[config.mk]
export PLATFORM = sky130hd
export DESIGN_NAME = keygen_rng_sched
export DESIGN_NICKNAME = d
export VERILOG_FILES = /design/src/rtl/keygen_rng_sched.sv
export SDC_FILE = /design/constraint.sdc
export NUM_CORES = 1
export LEC_CHECK = 0
export ABC_AREA = 1
export CAP_MARGIN = 0
export CORE_AREA = 2 2 63 95
export CTS_CLUSTER_DIAMETER = 40
export DETAILED_ROUTE_END_ITERATION = 10
export DIE_AREA = 0 0 65 97
export SETUP_SLACK_MARGIN = 0.02
export SYNTH_ARGS = -nofsm -noshare
export SYNTH_HDL_FRONTEND = slang
export SYNTH_SLANG_ARGS = --single-unit
[constraint.sdc]
create_clock -name clk -period 1.8 [get_ports clk]
set_input_delay 0.45 -clock clk [delete_from_list [all_inputs] [get_ports clk]]
set_output_delay 0.45 -clock clk [all_outputs]
set_load 0.005 [all_outputs]
[src/rtl/keygen_rng_sched.sv]
// Sequences the h0 then h1 sparse-polynomial generators, time-shares the RNG FIFO
// between them and aborts a phase that stalls past the watchdog limit.
module keygen_rng_sched #(
   parameter int unsigned RNG_DAT_W = 64,
   parameter int unsigned TO_W      = 20
) (
   input  logic       clk,
   input  logic       rst,
   input  logic       start,
   output logic       done,
   output logic       busy,
   output logic       err,
   output logic       h0_start,
   input  logic       h0_done,
   output logic       h1_start,
   input  logic       h1_done,
   input  logic       h0_fifo_rd,
   input  logic [1:0] h0_rng_start,
   output logic       h0_fifo_empty,
   input  logic       h1_fifo_rd,
   input  logic [1:0] h1_rng_start,
   output logic       h1_fifo_empty,
   output logic       fifo_rd,
   input  logic       fifo_empty,
   output logic [1:0] rng_start,
   output logic [1:0] sel
);

   localparam logic [1:0] SEL_NONE = 2'd0;
   localparam logic [1:0] SEL_H0   = 2'd1;
   localparam logic [1:0] SEL_H1   = 2'd2;
   localparam logic [TO_W-1:0] CNT_MAX = '1;
   // A misconfigured instance never leaves IDLE.
   localparam logic CFG_OK = (RNG_DAT_W > 0) && (TO_W > 1);

   typedef enum logic [2:0] {
      IDLE = 3'd0,
      RUN0 = 3'd1,
      GAP  = 3'd2,
      RUN1 = 3'd3,
      FIN  = 3'd4
   } state_t;

   state_t          state, state_n;
   logic [TO_W-1:0] cnt, cnt_n;
   logic            done_n, busy_n, err_n, h0_start_n, h1_start_n;
   logic [1:0]      sel_n;
   logic            timeout;
   logic [TO_W-1:0] cnt_inc;

   assign cnt_inc = (cnt == CNT_MAX) ? cnt : cnt + TO_W'(1);
   // Counter hits its limit on this cycle's increment.
   assign timeout = (cnt == CNT_MAX - TO_W'(1));

   // Next-state and next registered outputs.
   always_comb begin
      state_n    = state;
      cnt_n      = cnt;
      err_n      = err;
      done_n     = 1'b0;
      h0_start_n = 1'b0;
      h1_start_n = 1'b0;
      case (state)
         IDLE: begin
            if (start && CFG_OK) begin
               state_n    = RUN0;
               cnt_n      = '0;
               err_n      = 1'b0;
               h0_start_n = 1'b1;
            end
         end
         RUN0: begin
            cnt_n = cnt_inc;
            if (h0_done) begin
               state_n = GAP;
            end else if (timeout) begin
               state_n = FIN;
               err_n   = 1'b1;
            end
         end
         GAP: begin
            state_n    = RUN1;
            cnt_n      = '0;
            h1_start_n = 1'b1;
         end
         RUN1: begin
            cnt_n = cnt_inc;
            if (h1_done) begin
               state_n = FIN;
            end else if (timeout) begin
               state_n = FIN;
               err_n   = 1'b1;
            end
         end
         FIN: begin
            state_n = IDLE;
            done_n  = 1'b1;
         end
         default: state_n = IDLE;
      endcase
      sel_n  = (state_n == RUN0) ? SEL_H0 :
               (state_n == RUN1) ? SEL_H1 : SEL_NONE;
      busy_n = (state_n != IDLE);
   end

   always_ff @(posedge clk) begin
      if (rst) begin
         state    <= IDLE;
         cnt      <= '0;
         done     <= 1'b0;
         busy     <= 1'b0;
         err      <= 1'b0;
         h0_start <= 1'b0;
         h1_start <= 1'b0;
         sel      <= SEL_NONE;
      end else begin
         state    <= state_n;
         cnt      <= cnt_n;
         done     <= done_n;
         busy     <= busy_n;
         err      <= err_n;
         h0_start <= h0_start_n;
         h1_start <= h1_start_n;
         sel      <= sel_n;
      end
   end

   // FIFO/RNG ownership mux; the idle controller sees an empty FIFO.
   assign fifo_rd       = (sel == SEL_H0) ? h0_fifo_rd :
                          (sel == SEL_H1) ? h1_fifo_rd : 1'b0;
   assign rng_start     = (sel == SEL_H0) ? h0_rng_start :
                          (sel == SEL_H1) ? h1_rng_start : 2'd0;
   assign h0_fifo_empty = (sel == SEL_H0) ? fifo_empty : 1'b1;
   assign h1_fifo_empty = (sel == SEL_H1) ? fifo_empty : 1'b1;

endmodule

Word-level counts from Yosys, hierarchy flattened
Cells that the tools add are included.
{"block": "word_totals", "elab_cells": 58, "regBits": 30}
{"block": "classes", "reduce_logical": 9, "muxes": 24, "eq_ne": 14, "bitwise_logic": 1, "add_sub_neg": 1}
{"cell": "$pmux W20 S3", "count": 1}
{"cell": "$eq A20 B20 Y1 const B", "count": 2}
{"cell": "$mux W20", "count": 2}
{"cell": "$add A20 B1 Y20 const B", "count": 1}
{"cell": "$mux W1", "count": 12}
{"cell": "$mux W3", "count": 4}
{"cell": "$pmux W3 S4", "count": 1}
{"cell": "$eq A3 B2 Y1 const B", "count": 3}
{"cell": "$reduce_bool A3 Y1", "count": 3}
{"cell": "$ne A2 B2 Y1 const B", "count": 4}
{"cell": "$eq A3 B1 Y1 const B", "count": 2}
{"cell": "$mux W2", "count": 3}
{"cell": "$reduce_or A2 Y1", "count": 3}
{"cell": "$reduce_and A4 Y1", "count": 1}
{"cell": "$eq A3 B3 Y1 const B", "count": 1}
{"cell": "$logic_not A3 Y1", "count": 1}
{"cell": "$pmux W1 S3", "count": 1}
{"cell": "$reduce_and A3 Y1", "count": 1}
{"cell": "$eq A2 B1 Y1 const B", "count": 1}
{"cell": "$eq A2 B2 Y1 const B", "count": 1}
{"cell": "$not A1 Y1", "count": 1}

Logic depth before layout (Yosys ltp)
Gate-level depths: netlist of run 1.
{"block": "depth", "depth_word": 7, "ltp_mapped": 11}

Worst setup path after synthesis of run 1
Ideal clock, no wire load.
{"block": "synth_path", "path_kind": "reg2reg", "startpoint": "register cnt[1]", "endpoint": "register cnt[11]", "n_path_buf": 1, "period_less_slack_ns": 1.512, "required_time_ns": 1.687, "setup_ns": 0.113, "t_arrival_ns": 1.399, "slack_ns": 0.288, "stages_incl_launch_ff": 12, "path_cell_list": "dfxtp_1 ha_1 inv_2 nor2_4 nand3_2 nor2_1 nor2_2 buf_6 nand2_1 nand2_1 nand2_1 nor2_1"}
{"block": "synth_via", "elab_chain_cells": 3}
{"element": "start: declaration", "line_no": "45", "rtl": "logic [TO_W-1:0] cnt, cnt_n;"}
{"element": "start signal: assignment", "line_no": "118", "rtl": "cnt <= cnt_n;"}
{"element": "$add A20 B1 Y20 / $eq A20 B20 Y1 (equally long branches)", "line_no": "51", "rtl": "assign cnt_inc = (cnt == CNT_MAX) ? cnt : cnt + TO_W'(1);"}
{"element": "$mux W20 / $ne A2 B2 Y1 (equally long branches)"}
{"element": "$pmux W20 S3 / $reduce_and A3 Y1 (equally long branches)"}
Parallel ways exist; a longest one is shown, timed or not. The select of a mux whose other input is x is not followed.
A chain may end at the register's enable or synchronous reset.

Worst setup path after layout of run 1
{"block": "layout_path", "startpoint": "input port h0_rng_start[0]", "endpoint": "output port rng_start[0]"}
{"block": "layout_via", "elab_chain_cells": 1}
{"element": "start: declaration", "line_no": "18", "rtl": "input logic [1:0] h0_rng_start,"}
{"element": "$mux W2", "line_no": "131", "rtl": "assign rng_start = (sel == SEL_H0) ? h0_rng_start :"}
{"element": "end: declaration", "line_no": "25", "rtl": "output logic [1:0] rng_start,"}
Every way passes these cells.

==> results of run 1 <==
-- sequential cells by signal, indices dropped and copies added, names as in the netlist --
signal    cells
busy          1
cnt          20
done          1
err           1
h0_start      1
h1_start      1
sel           2
state         3
-- routing by layer --
metal / wire length, µm / global-route usage [%] / up-vias / share of wire [%]
li1: - / - / 959 / -
met1: 1771 / 13.85 / 821 / 40
met2: 2395 / 28.87 / 32 / 54
met3: 153 / 2.791 / 9 / 3.5
met4: 107 / 7.201 / 0 / 2.4
met5: 0 / 0 / - / 0
-- through the flow --
| step | TNS [ns] | cells | power (W) | area, µm² | worst slack [ns] |
|---|---|---|---|---|---|
| 3_3_place_gp | -0.8786 | 382 | 0.0009777 | 2172 | -0.2036 |
| 4_1_cts | 0 | 390 | 0.001645 | 2275 | 0.06126 |
| 6_report | 0 | 390 | 0.001628 | 2276 | 0.07461 |
| 5_1_grt | 0 | 390 | 0.001701 | 2276 | 0.03212 |
| 2_1_floorplan | 0 | 277 | 0.0008499 | 1764 | 0.2877 |
| 3_5_place_dp | -0.9226 | 382 | 0.0009784 | 2172 | -0.2106 |
-- cell type report --
type	instances	share of cell area, %
timing repair buffer	40	15.50
tap	70	3.848
sequential	30	26.39
multi-input combinational	205	43.27
clock buffer	5	3.024
clock inverter	3	1.759
inverter	37	6.212
-- worst min-delay path by stage --
stage / to / from
after floorplan: cnt[3]$_SDFFE_PP0P_ / cnt[3]$_SDFFE_PP0P_
after global placement: err$_SDFFE_PP0P_ / err$_SDFFE_PP0P_
after detailed placement: err$_SDFFE_PP0P_ / err$_SDFFE_PP0P_
after CTS: err$_SDFFE_PP0P_ / err$_SDFFE_PP0P_
after global routing: cnt[19]$_SDFFE_PP0P_ / cnt[19]$_SDFFE_PP0P_
final: err$_SDFFE_PP0P_ / err$_SDFFE_PP0P_
-- worst max-delay path: stages --
cell,delay (ns)
clkdlybuf4s50_1,0.46
nand3_1,0.08
nand2_1,0.07
dlygate4sd2_1,0.22
-- logic make-up (layout without fill, tap and decap cells) --
family,after synthesis,in the layout
xor+xnor,3,3
simple gates,175,175
compound gates,25,25
buf+inv,42,85
fa+ha+maj,2,2
flops,30,30
-- what timing repair did --
action                                  CTS  global route
endpoints found under the setup margin    5             1
resized for setup                         5             1
pin swaps                                 0             0
-- cells in the final DEF, fill, tap and decap left out, drive strengths merged --
cell / count
xnor2: 1
and3: 2
xor2: 2
nor4: 2
dfxtp: 30
a31o: 1
nand3: 21
or2: 1
nor2: 54
nand2: 80
o21ai: 10
nand3b: 2
clkbuf: 5
a21oi: 13
clkdlybuf4s15: 1
bufinv: 1
clkdlybuf4s50: 18
dlygate4sd2: 4
nor3: 5
ha: 2
inv: 37
nand4: 8
clkinv: 2
a22oi: 1
buf: 17
-- where the power goes --
| group | leakage [nW] | switching [W] | internal (W) | total, W |
|---|---|---|---|---|
| registers | 0.243 | 0.0000205 | 0.000680 | 0.000701 |
| logic | 0.658 | 0.000134 | 0.000120 | 0.000254 |
| clock network | 0.0579 | 0.000266 | 0.000407 | 0.000673 |
==> results.ini, run 1 <==
[setup_path]
crit_arrival_ns = 1.28
worst-r2r-cell-count = 9
cp-end-kind = output port
rr_startpoint = cnt[0]$_SDFFE_PP0P_
crit_fanout = 1
critical_path_class = in -> out
startpoint = h0_rng_start[0]
cp-start-kind = primary input
reg2reg_slack_ns = 0.25
timing.rr.end = cnt[19]$_SDFFE_PP0P_
crit_required_ns = 1.35
crit_end = rng_start[0]

[clocking]
cts_sinks = 30
cts_max_path_buffers = 2
numCtsBuffers = 5
h-tree-depth = 2
post_cts_buffers = 0
cts_root_buf = clkbuf_8
tritoncts = yes
path_clk_slew_ns = 0.07
cts_hold_buf = 0
clock_latency_ns = 0.29

[yosys]
synthMuxAreaShare_pct = 0
synth_ff_type = dfxtp_1
synth_top_family_by_area = simple AND/OR/NAND/NOR gates
synth_compound_area_share_pct = 7.872
yosysWarnings = 0
async_flop_share_pct = 0
syn_nets = 291
synth.most_common_cell = nand2_1
seq_area_frac_synth_pct = 34.04
synthXorXnorAreaFrac_pct = 1.489
synth_edf_count = 0
yosys-top-cells-area = dfxtp_1 (34%), nand2_1 (16%), nor2_1 (10%)
synth_top_area_cell = dfxtp_1
synth_adder_area_share_pct = 1.418
yosysUniqueCellTypes = 31
synth.top_cell.area_share_pct = 34.04
synthCells = 277
ys_top_cells_by_count = nand2_1 (75), nor2_1 (47), inv_1 (32)
post_synth.cell_area_avg_um2 = 6.369
synth-simple-area-share_pct = 45.04
synth-seq-cells = 30
syn_area_um2 = 1764

[sta]
hold_ws_ns = 0.4655
setup_viol = 0
finalMaxSlewViolations = 0
maxSlewHeadroom_pct = 73.14
worst_pin_slew_ns = 0.3998
fmax_ghz = 0.5796
period_share_pct = 95.86
final_hold_viol_count = 0
fin_crit_ns = 1.725
fin_skew_ns = 0.006907
rsz0062_at_grt = no

[routing]
vias_per_cell = 4.669
wirelength_mm = 4.428
dr_total_vias = 1821
first_pass_iters = 4
drc_errors = 0
final_antenna_net_count = 0
drt_iter0_markers = 64
wl_per_cell_um = 11.35

[floorplan]
die_area_um2 = 6305
die_h_um = 97
start_util_pct = 32.62
die_w_um = 65
rows = 33
coreArea_um2 = 5409
io_pins = 24

[final_layout]
n_fill_cell = 594
utilization_pct = 42.08
drive_gt1_share_pct = 14.69
syn2layout_area_growth_pct = 29.01
multi_input_area_um2 = 984.7
nets = 333
final-seq-area_um2 = 600.6
n_antenna_cell = 0

[grt]
grt_pass1_vias = 1737
antenna_found_initial = 0
grt_first_pass_wirelength_mm = 7.251
grt_use_total_pct = 14.75
grt_max_degree = 11
grt-ovfl-total = 0

[placement]
dp_hpwl_mm = 3.506
place_congestion = 0.7834
numPortBuffers = 23

[outcome]
status = completed

[pwr]
p_leak_nw = 0.9589
p_per_area_nw_per_um2 = 715.2
vdd_ir_drop_max_v = 0.0002922

[job]
cap_violations = 0

[min_path]
hp-class = reg -> reg
hold_depth = 2

Note: power is estimated with default switching activity, not from simulation.
==> run 2, diff against run 1 <==
CORE_AREA = 3 3 64 96   (was 2 2 63 95)
DIE_AREA = 0 0 67 99   (was 0 0 65 97)
GPL_ROUTABILITY_DRIVEN = 0   (was unset)
==> results.ini, run 2 (synthesis results as in run 1) <==
[setup_path]
rr_startpoint = cnt[5]$_SDFFE_PP0P_
timing.rr.end = sel[0]$_SDFF_PP0_
cp-end-kind = output port
slowest_delay_ns = 0.46  ; about the same
crit_required_ns = 1.35  ; about the same
worst-r2r-cell-count = 8  ; -1
crit_family = buffers and inverters
critical_path_class = in -> out
startpoint = h0_rng_start[0]
slowest_stage = clkdlybuf4s50_1
cp-start-kind = primary input
crit_chain = clkdlybuf4s50_1, nand3_1, nand2_1, dlygate4sd2_1
crit_arrival_ns = 1.28  ; about the same
crit_fanout = 1  ; unchanged
reg2reg_slack_ns = 0.23  ; -0.02 ns
cp.buffers_inverters = 2  ; unchanged

[grt]
grt_use_total_pct = 14.67  ; -0.077 points
grt_max_degree = 11  ; unchanged
antenna_found_initial = 0  ; unchanged
grt_first_pass_wirelength_mm = 7.445  ; +2.7%
use_met3_pct = 2.623  ; -0.17 points
grt-ovfl-total = 0  ; unchanged
grt.busiest_layer = met2
use_met2_pct = 27.95  ; -0.91 points
grt_pass1_vias = 1735  ; -0.12%
use_met1_pct = 14.88  ; +1.0 points

[floorplan]
die_area_um2 = 6633  ; +5.2%
coreArea_um2 = 5450  ; +0.76%
rows = 33  ; unchanged
start_util_pct = 32.37  ; -0.25 points
io_pins = 24  ; unchanged
die_h_um = 99  ; +2.1%
die_w_um = 67  ; +3.1%

[pwr]
p_seq_share_pct = 43.3  ; +0.2 points
p_clk_share_pct = 40.9  ; -0.4 points
cellInternalPower_w = 0.001208  ; about the same
vdd_ir_drop_max_v = 0.0003292  ; +13%
power_w = 0.001617  ; -0.66%
p_per_area_nw_per_um2 = 715.2  ; about the same
p_leak_nw = 0.9449  ; -1.5%
swShare_pct = 25.33  ; -0.49 points
comb_power_share_pct = 15.8  ; +0.2 points
switchingPower_w = 0.0004096  ; -2.6%

[routing]
wl_per_cell_um = 11.49  ; +1.2%
first_pass_iters = 4  ; unchanged
drt_iter0_markers = 85  ; +33%
drc_errors = 0  ; unchanged
vias_per_cell = 4.679  ; +0.20%
wirelength_mm = 4.434  ; +0.14%
dr_total_vias = 1806  ; -0.82%
final_antenna_net_count = 0  ; unchanged

[final_layout]
nets = 329  ; -1.2%
mostFrequentLayoutCell = nand2_1
most-common-layout-cells = nand2_1 (75), nor2_1 (46), inv_1 (32)
stdcell_count = 386  ; -1.0%
top_regs = cnt: 20 flops, state: 3 flops, sel: 2 flops
utilization_pct = 41.48  ; -0.59 points
n_antenna_cell = 0  ; unchanged
final-seq-area_um2 = 600.6  ; unchanged
n_fill_cell = 601  ; +1.2%
drive_gt1_share_pct = 13.92  ; -0.76 points
regMostFlops = cnt
largest_reg_flops = 20  ; unchanged
syn2layout_area_growth_pct = 28.16
multi_input_area_um2 = 987.2  ; +0.25%

[clocking]
cts_hold_buf = 0  ; unchanged
cts_sinks = 30  ; unchanged
path_clk_slew_ns = 0.07  ; about the same
cts_max_path_buffers = 2  ; unchanged
cts_root_buf = clkbuf_8
tritoncts = yes
h-tree-depth = 2  ; unchanged
clock_latency_ns = 0.28  ; about the same
numCtsBuffers = 5  ; unchanged

[placement]
dp.cells = 378  ; -1.0%
numPortBuffers = 23  ; unchanged
dp_hpwl_mm = 3.536  ; +0.85%

[sta]
maxSlewHeadroom_pct = 72.66  ; -0.48 points
fin_skew_ns = 0.006886  ; -0.00002065 ns
worst_pin_slew_ns = 0.4070  ; +0.007205 ns
fin_crit_ns = 1.728  ; +0.002369 ns
final_hold_viol_count = 0  ; unchanged
rsz0062_at_grt = no
fmax_ghz = 0.5788  ; -0.14%
setup_tns_ns = 0  ; unchanged
finalMaxSlewViolations = 0  ; unchanged
period_share_pct = 95.99  ; +0.13 points
setup_viol = 0  ; unchanged

[min_path]
min-delay-start = err$_SDFFE_PP0P_
hold_depth = 2  ; unchanged
hp-class = reg -> reg
hold_end = err$_SDFFE_PP0P_

[job]
cap_violations = 0  ; unchanged

[outcome]
status = completed

==> run 2: changes by cell type in the layout (fill, tap and decap cells not counted), sizes merged <==
cell  delta
buf      -4
==> run 2: final cells by class <==
class	count	share of cell area (%)
Inverter	37	6.253
Clock buffer	5	3.044
Multi-Input combinational cell	205	43.66
Clock inverter	3	1.771
Sequential cell	30	26.56
Timing Repair Buffer	36	14.83
Tap cell	70	3.874
==> run 2: power groups by stage <==
stage	Sequential [W]	Clock [W]	Combinational, W
floorplan	0.000708	0	0.000142
global placement	0.000716	0	0.000265
detailed placement	0.000715	0	0.000263
CTS	0.000700	0.000687	0.000258
global route	0.000703	0.000719	0.000282
finish	0.000700	0.000662	0.000256
==> run 2: worst reg2reg max path, delay by kind of cell, from the launching register on <==
| family | cells | cell delay (ns) |
|---|---|---|
| AND/OR/NAND/NOR | 8 | 1.11 |
| flip-flops | 1 | 0.39 |
==> run 2: stage by stage <==
step | hold slack (ns) | setup slack, ns | instance area [µm²]
finish | 0.4719 | 0.07224 | 2261
global route | 0.5246 | 0.02496 | 2261
floorplan | 0.4501 | 0.2877 | 1764
CTS | 0.4825 | 0.06224 | 2257
global placement | 0.4535 | -0.1874 | 2155
detailed placement | 0.4648 | -0.1993 | 2155
==> run 2: per-layer routing <==
metal	share of wire (%)	wire, µm	up-vias
met2	55	2418	43
met5	0	0	-
met4	2.1	95	0
met1	39	1742	804
met3	4.0	178	6
li1	-	-	953
==> run 2: timing repair <==
item                       in CTS  in global routing
buffers inserted                0                  0
setup endpoints to repair       5                  2
gates resized for setup         5                  2
==> run 2: how the worst max path moves through the flow <==
stage / endpoint / slack [ns] / cells past startpoint
after floorplan: cnt[11]$_SDFFE_PP0P_ / 0.29 / 11
after global placement: rng_start[0] / -0.19 / 4
after detailed placement: rng_start[0] / -0.20 / 4
after CTS: rng_start[0] / 0.06 / 4
after global routing: sel[0]$_SDFF_PP0_ / 0.02 / 8
final: rng_start[0] / 0.07 / 4
